--- src/rtl/v20_pulse_gen.sv ---
// Synthetic detector-pulse source: programmable step plus exponential decay
// (time constant M clocks) with saturating pile-up, fired externally or by a period counter.
module v20_pulse_gen #(
  parameter int SIZE_ADC_DATA = 16,
  parameter int M             = 16,
  parameter int PERIOD        = 64,
  parameter int SIZE_CNT      = 16
) (
  input  logic                     clk,
  input  logic                     reset,
  input  logic                     enable,
  input  logic                     trig,
  input  logic                     auto_mode,
  input  logic [SIZE_ADC_DATA-1:0] amplitude,
  output logic [SIZE_ADC_DATA-1:0] output_data,
  output logic                     pulse_start,
  output logic                     busy
);

  localparam int MSHIFT = $clog2(M);

  localparam logic [0:0] IDLE  = 1'b0;
  localparam logic [0:0] DECAY = 1'b1;

  logic [SIZE_ADC_DATA-1:0] acc, acc_shr, acc_dec, acc_nxt;
  logic [SIZE_ADC_DATA:0]   acc_sum;
  logic [SIZE_CNT-1:0]      cnt;
  logic [0:0]               state, state_nxt;
  logic                     auto_fire, fire;

  // Period counter: idles at 0 unless both auto_mode and enable are set.
  assign auto_fire = auto_mode && (cnt == SIZE_CNT'(PERIOD - 1));

  always_ff @(posedge clk or negedge reset) begin
    if (!reset)                    cnt <= '0;
    else if (!auto_mode || !enable) cnt <= '0;
    else if (auto_fire)            cnt <= '0;
    else                           cnt <= cnt + SIZE_CNT'(1);
  end

  assign fire = enable & (trig | auto_fire);

  // Exponential decay; once the shifted term vanishes a linear tail of -1
  // guarantees the accumulator reaches zero.
  assign acc_shr = acc >> MSHIFT;

  always_comb begin
    acc_dec = '0;
    if (acc_shr != '0)   acc_dec = acc - acc_shr;
    else if (acc != '0)  acc_dec = acc - SIZE_ADC_DATA'(1);
  end

  assign acc_sum = {1'b0, acc_dec} + {1'b0, amplitude};

  always_comb begin
    acc_nxt = acc_dec;
    if (fire) acc_nxt = acc_sum[SIZE_ADC_DATA] ? '1 : acc_sum[SIZE_ADC_DATA-1:0];
  end

  always_comb begin
    state_nxt = state;
    case (state)
      IDLE:    if (fire && acc_nxt != '0) state_nxt = DECAY;
      DECAY:   if (acc_nxt == '0)         state_nxt = IDLE;
      default: state_nxt = IDLE;
    endcase
  end

  always_ff @(posedge clk or negedge reset) begin
    if (!reset) begin
      acc         <= '0;
      state       <= IDLE;
      pulse_start <= 1'b0;
    end else begin
      acc         <= acc_nxt;
      state       <= state_nxt;
      pulse_start <= fire;
    end
  end

  assign output_data = acc;
  assign busy        = (state == DECAY);

endmodule

--- config.mk ---
export PLATFORM = sky130hd
export DESIGN_NAME = v20_pulse_gen
export DESIGN_NICKNAME = d
export VERILOG_FILES = /design/src/rtl/v20_pulse_gen.sv
export SDC_FILE = /design/constraint.sdc
export NUM_CORES = 1
export LEC_CHECK = 0
export ABC_AREA = 1
export BUFFER_PORTS_ARGS = -buffer_cell sky130_fd_sc_hd__buf_4
export CAP_MARGIN = 20
export CORE_MARGIN = 2
export CORE_UTILIZATION = 55
export DETAILED_ROUTE_END_ITERATION = 7
export GPL_TIMING_DRIVEN = 0
export PLACE_DENSITY = 0.78
export SLEW_MARGIN = 10
export SYNTH_ARGS = -nofsm -noshare
export SYNTH_HDL_FRONTEND = slang
export SYNTH_SLANG_ARGS = --single-unit
--- constraint.sdc ---
create_clock -name clk -period 2.97 [get_ports clk]
set_input_delay 0.1485 -clock clk [delete_from_list [all_inputs] [get_ports clk]]
set_output_delay 0.1485 -clock clk [all_outputs]
set_load 0.02 [all_outputs]
### Word level (Yosys, flattened, before mapping)

Cells that the tools add are included.
W data, S select, Z words.

* multiplexer cells: 9
* reduce and logical (&&, ||, !) cells: 9
* add/sub/neg operators: 4
* equal/unequal tests: 1
* bitwise operators: 3

Operators by type and width (number)
* $mux W16: 6
* $reduce_bool A16 Y1: 3
* $add A16 B16 Y17: 1
* $add A16 B1 Y16 const B: 1
* $eq A16 B6 Y1 const B: 1
* $logic_not A16 Y1: 1
* $sub A16 B1 Y16 const B: 1
* $sub A16 B12 Y16: 1
* $logic_and A1 B1 Y1: 2
* $logic_not A1 Y1: 2
* $mux W1: 2
* $pmux W1 S2: 1
* $and A1 B1 Y1: 1
* $logic_or A1 B1 Y1: 1
* $not A1 Y1: 1
* $or A1 B1 Y1: 1

* output and inout bits: 18
* input port bits: 21
* flip-flop bits (word level): 34
* logic and storage cells: 30

### Longest topological paths before layout

* depth in word-level cells: 10
* gate-level depth with buffers: 29
* depth with buffers taken out: 29

### Least setup slack after synthesis

No wires, ideal clock.

* path kind: register to register
* start point: reg acc[0] (netlist: output_data[0])
* end point: reg state (netlist: busy)
* stages on the path, launching flop included: 28
* buffers on the path: 0
* clock period less this slack: 3.378 ns
* arrival: 3.258 ns
* setup time: 0.120 ns
* required time: 2.850 ns
* setup slack: -0.408 ns
* cell sequence: dfrtp_1 > inv_1 > ha_1 > inv_1 > fa_1 > nand2_1 > nand2_1 > nand3_1 > nand2_1 > nand2_1 > nand2_1 > nand2_1 > nand3_1 > nand2_1 > inv_1 > ha_1 > nand2_1 > inv_1 > a21oi_1 > nand2_1 > a21oi_4 > nand3_1 > nand2_1 > nand2_1 > nor2_1 > nand2_1 > nor2_2 > a21oi_2

* word-level cells in the longest chain between the ends: 10
* elaborated cells between the ends (all ways): 14
* classes of those cells: 3 x add/sub; 7 x mux; 4 x reduce/logical

RTL lines
* from (decl): line 25 `logic [SIZE_ADC_DATA-1:0] acc, acc_shr, acc_dec, acc_nxt;`
* from (signal assigned): line 75 `acc <= acc_nxt;`
* $sub A16 B1 Y16 or $reduce_bool A16 Y1 (tied branches): line 50 `else if (acc != '0) acc_dec = acc - SIZE_ADC_DATA'(1);`
* $mux W16: line 50
* $mux W16 (*): line 49 `if (acc_shr != '0) acc_dec = acc - acc_shr;`
* $add A16 B16 Y17: line 53 `assign acc_sum = {1'b0, acc_dec} + {1'b0, amplitude};`
* $mux W16: line 57 `if (fire) acc_nxt = acc_sum[SIZE_ADC_DATA] ? '1 : acc_sum[SIZE_ADC_DATA-1:0];`
* $mux W16 (*): line 57
* $reduce_bool A16 Y1: line 63 `IDLE: if (fire && acc_nxt != '0) state_nxt = DECAY;`
* $logic_and A1 B1 Y1: line 63
* $mux W1: line 63
* $pmux W1 S2 (*): line 62 `case (state)`
* via state_nxt: line 28 `logic [0:0] state, state_nxt;`
* to (signal assigned): line 76 `state <= state_nxt;`
* to (decl): line 28

The timed path passes the listed nets; every way through them passes the cells marked *.

### Final worst setup path

* start point: reg acc[6] (netlist: output_data[6])
* end point: reg state (netlist: busy)

The elaborated chain is that of the path after synthesis.

==> flow_results.org <==
** Synth
- After Yosys synthesis, and, or, nand and nor cells account for 44.70% of the synthesized area.
- Synthesis inferred 34 register bits.
- Of all cell types, the one taking the most synthesized area is sky130_fd_sc_hd__dfrtp_1.
- Mux share of post-synthesis cell area :: 0%
- In the post-synthesis netlist, the biggest area contributors are sky130_fd_sc_hd__dfrtp_1, sky130_fd_sc_hd__nand2_1, sky130_fd_sc_hd__inv_1, sky130_fd_sc_hd__ha_1, sky130_fd_sc_hd__nand3_1.
- By area, the combinational part of the netlist is dominated by simple AND/OR/NAND/NOR gates.
- Post-synthesis sequential area ratio :: 21.79%
- The synthesized design contains 0 enable-type register cells.
- For this run, the number of Yosys warnings is 0.
- Synth Area in XOR/XNOR :: 2.467%
- Summing the areas of all fa, ha and maj instances in the mapped netlist gives 11.28% of the synthesized area.
- Most instantiated library cell after synthesis :: sky130_fd_sc_hd__nand2_1
- By count the netlist is led by sky130_fd_sc_hd__nand2_1, sky130_fd_sc_hd__inv_1, sky130_fd_sc_hd__nand3_1.
- The cell area that synthesis handed to floorplanning was slightly below 4000 µm².
- Synthesized netlist cell count :: 647
- The synthesized netlist contains 37 unique library cells.
- Post-synthesis async set-or-reset flop share :: 100.0%
- After synthesis, the largest area contributor takes up a little over a fifth of total cell area.
- A synthesized cell averages 6.036 µm².
- Fraction of the mapped netlist area in compound gates :: 7.017%
- Top flip-flop cell by instance count after synthesis :: sky130_fd_sc_hd__dfrtp_1
- Counting every net in the synthesized netlist gives 702.

** Drt
- After detailed routing, the total wire length is 12,290 µm.
- Number of optimization iterations in the first detailed-route pass :: 6
- In the routed layout, each cell is associated on average with a via count of between 5 and 6.
- After the first detailed-routing iteration, the DRC count stood at just under 300.
- The routed layout has around 4,500 vias.
- Once detail routing completed, the nets flagged for antenna violations numbered 0.
- In the routed design, unresolved DRC markers number 0.
- In the final routed layout, each cell accounts on average for ~15 µm.

** Timing
- Post-route clock period utilization :: 117.4%
- Setup repair after global routing missed its margin :: true
- Clock skew :: about 0.0067 ns
- Headroom to the max-slew limit came out at 72.95%.
- The smallest clock period supported by the final layout is computed as 3.486 ns.
- For the pin with the worst max-slew slack, the measured transition is 0.4058 ns.
- Number of hold violations in the final report :: 0
- Fmax :: 286.9 MHz
- Setup violations remaining at the end of the flow were counted as 10.
- Setup slack on the critical path of the routed design comes to -0.5157 ns.
- The max-slew violation count came to 0.

** Critical path
- Maximum net fanout on the critical path :: 6
- The critical path is of the reg2reg type.
- At the worst endpoint, the required time is around 3.2 ns.
- Crit path top cell by count :: sky130_fd_sc_hd__nand2_1
- The slowest stage of the critical path is the sky130_fd_sc_hd__dfrtp_2 cell.
- The worst register-to-register path has a setup slack of -0.52 ns.
- STA classifies the critical path startpoint as a flop.
- At the worst endpoint, the arrival time is 3.66 ns.
- The worst setup path is captured at a flop.
- Maximum single-stage delay on the critical path :: 0.44 ns
- For the worst flop-to-flop path, the logic depth is 25.

** Final layout
- Fraction of layout instances using a drive strength above 1 :: 31.51%
- Final Cell Area :: 5295 µm²
- Total inserted antenna cells :: 0
- From synthesis to final layout, the design area changed by 35.60%.
- For this run, the post-layout net count is 787.
- The filler cells instantiated in the layout total ~520.

** Floorplan
- Measured along the y axis, the die boundary spans 88.26 µm.
- During I/O placement, the number of pins put on the boundary was 39.
- Core box area :: 6832 µm²
- Initial core utilization :: 57.16%
- Overall die area :: approximately 7800 µm²
- Row generation in the floorplan step produced 30 rows.
- Die span in x :: 88.26 µm

** GRT
- Combined global-route utilization of all metal layers :: 30.70%
- Antenna violations before repair :: 0
- The total overflow left after global routing is 0.
- The first global-routing pass estimated 19,030 µm of wire.
- The via count of the first global-routing pass is 4,319.
- Largest net degree at the start of global routing :: 35

** Worst hold path
- The worst hold path passes through 3 cells.
- The tightest min-delay check is of the in2reg type.

** Placed design
- Area post-placement :: about 4400 µm²
- At the end of routability-driven placement, the weighted congestion stood at 0.9483.
- The count of buffers added on input and output ports is 38.
- Sum of net half-perimeters after detailed placement :: about 8100 µm

** Clocking
- Number of CTS-inserted buffers :: 5
- Clock tree synthesis found a total of 34 sinks.
- Clock-pin slew on the worst setup and hold paths :: 0.07 ns
- The cell sitting at the root of the clock tree is a sky130_fd_sc_hd__clkbuf_8.
- No sink is reached through more buffers than the 2 on the longest clock path.
- The later pin in the worst-skew pair is clocked with a latency of 0.29 ns.
- TritonCTS built the clock tree.
- The H-tree generated during clock tree synthesis spans 2 levels.

** Outcome
- The final reports fail on negative setup slack.
- The flow ran to the end, but the final reports show violations.

** Job
- Max-Cap Viols :: 0
==> per-stage QoR <==
step                      cells  setup WS, ns  utilization, %  hold slack [ns]  setup TNS [ns]
after floorplan             647       -0.1413               -          -0.1471         -0.1413
after global placement      781       -0.5999           63.88           0.1125          -3.631
after detailed placement    781       -0.7226           63.88           0.1089          -5.081
after CTS                   820       -0.3815           74.32           0.2472          -1.223
after global routing        829       -0.7243           77.51           0.2390          -5.181
final                       829       -0.5157           77.51           0.2346          -2.668
==> area by class of cell <==
cell class	count	area (µm²)	share of cell area, %
buffer	3	33.78	0.6380
clock buffer	6	82.58	1.560
clock inverter	2	12.51	0.2363
inverter	123	471.7	8.908
multi-input combinational	487	3105	58.65
sequential	34	862.1	16.28
tap	96	120.1	2.268
timing repair buffer	78	606.8	11.46
==> routing by layer <==
metal | GRT usage, % | wire, µm | share of wire [%] | vias up
met5 | 0 | 0 | 0 | -
met4 | 11.16 | 347 | 2.8 | 0
met3 | 3.358 | 719 | 5.8 | 33
met2 | 56.05 | 6292 | 51 | 189
met1 | 37.21 | 4934 | 40 | 2125
li1 | - | - | - | 2199
==> cells in the final DEF, fill, tap and decap left out, types with 2 or more instances in the layout <==
master,count
sky130_fd_sc_hd__inv_4,4
sky130_fd_sc_hd__xor2_1,6
sky130_fd_sc_hd__or2_2,3
sky130_fd_sc_hd__nor2_2,7
sky130_fd_sc_hd__inv_1,105
sky130_fd_sc_hd__ha_1,11
sky130_fd_sc_hd__ha_4,20
sky130_fd_sc_hd__dfrtp_1,25
sky130_fd_sc_hd__nor3_2,5
sky130_fd_sc_hd__a21o_1,2
sky130_fd_sc_hd__o21ai_1,2
sky130_fd_sc_hd__nand3_2,18
sky130_fd_sc_hd__xnor2_1,5
sky130_fd_sc_hd__a21oi_2,7
sky130_fd_sc_hd__buf_6,9
sky130_fd_sc_hd__a21oi_4,3
sky130_fd_sc_hd__o21bai_1,4
sky130_fd_sc_hd__clkbuf_8,6
sky130_fd_sc_hd__nand3_1,56
sky130_fd_sc_hd__buf_4,70
sky130_fd_sc_hd__nor3_1,10
sky130_fd_sc_hd__nand3b_1,5
sky130_fd_sc_hd__nand2_2,37
sky130_fd_sc_hd__a21oi_1,17
sky130_fd_sc_hd__nor2_1,51
sky130_fd_sc_hd__o21ai_0,5
sky130_fd_sc_hd__dfrtp_2,9
sky130_fd_sc_hd__nand2_4,5
sky130_fd_sc_hd__inv_2,14
sky130_fd_sc_hd__nor2_4,5
sky130_fd_sc_hd__nand2_1,186
sky130_fd_sc_hd__nand4_1,4
==> cell families (layout without fill, tap and decap cells) <==
logic type / count (synthesis) / in the layout
AO/OA/AOI/OAI: 44 / 44
XOR/XNOR: 11 / 11
adder cells (fa/ha/maj): 34 / 34
buffers and inverters: 126 / 212
AND/OR/NAND/NOR: 398 / 398
flip-flops: 34 / 34
==> critical path: cells and delay by family (launching register included) <==
kind                       cells  cell delay (ns)
DFF                            1             0.44
buffers and inverters          5             0.57
adders and majority gates      2             0.51
and+or+nand+nor               15             1.52
AOI/OAI and AO/OA              3             0.35
==> repair_timing <==
| action | 4_1_cts | 5_1_grt |
|---|---|---|
| gates resized for setup | 80 | 44 |
| setup buffers | 30 | 9 |
| endpoints found under the hold margin | 34 | 0 |
| setup endpoints to repair | 17 | 17 |
| hold buffers | 1 | 0 |
| pin swaps | 31 | 39 |
==> worst paths after layout <==
kind | start | to
setup reg to reg | output_data[6]$_DFF_PN0_ | busy$_DFF_PN0_
min in group asynchronous | reset | cnt[8]$_DFF_PN0_
max in group asynchronous | reset | output_data[10]$_DFF_PN0_
setup / recovery | output_data[6]$_DFF_PN0_ | busy$_DFF_PN0_
hold / removal | auto_mode | cnt[2]$_DFF_PN0_
hold reg to reg | cnt[15]$_DFF_PN0_ | cnt[15]$_DFF_PN0_
==> state kept, by name, indices dropped and copies added, names as in the netlist <==
signal       flops
busy             1
pulse_start      1
cnt             16
output_data     16
Power is left out: the tool's default activity adds up to more than one toggle a clock period on the data nets, which glitch-free logic cannot reach.
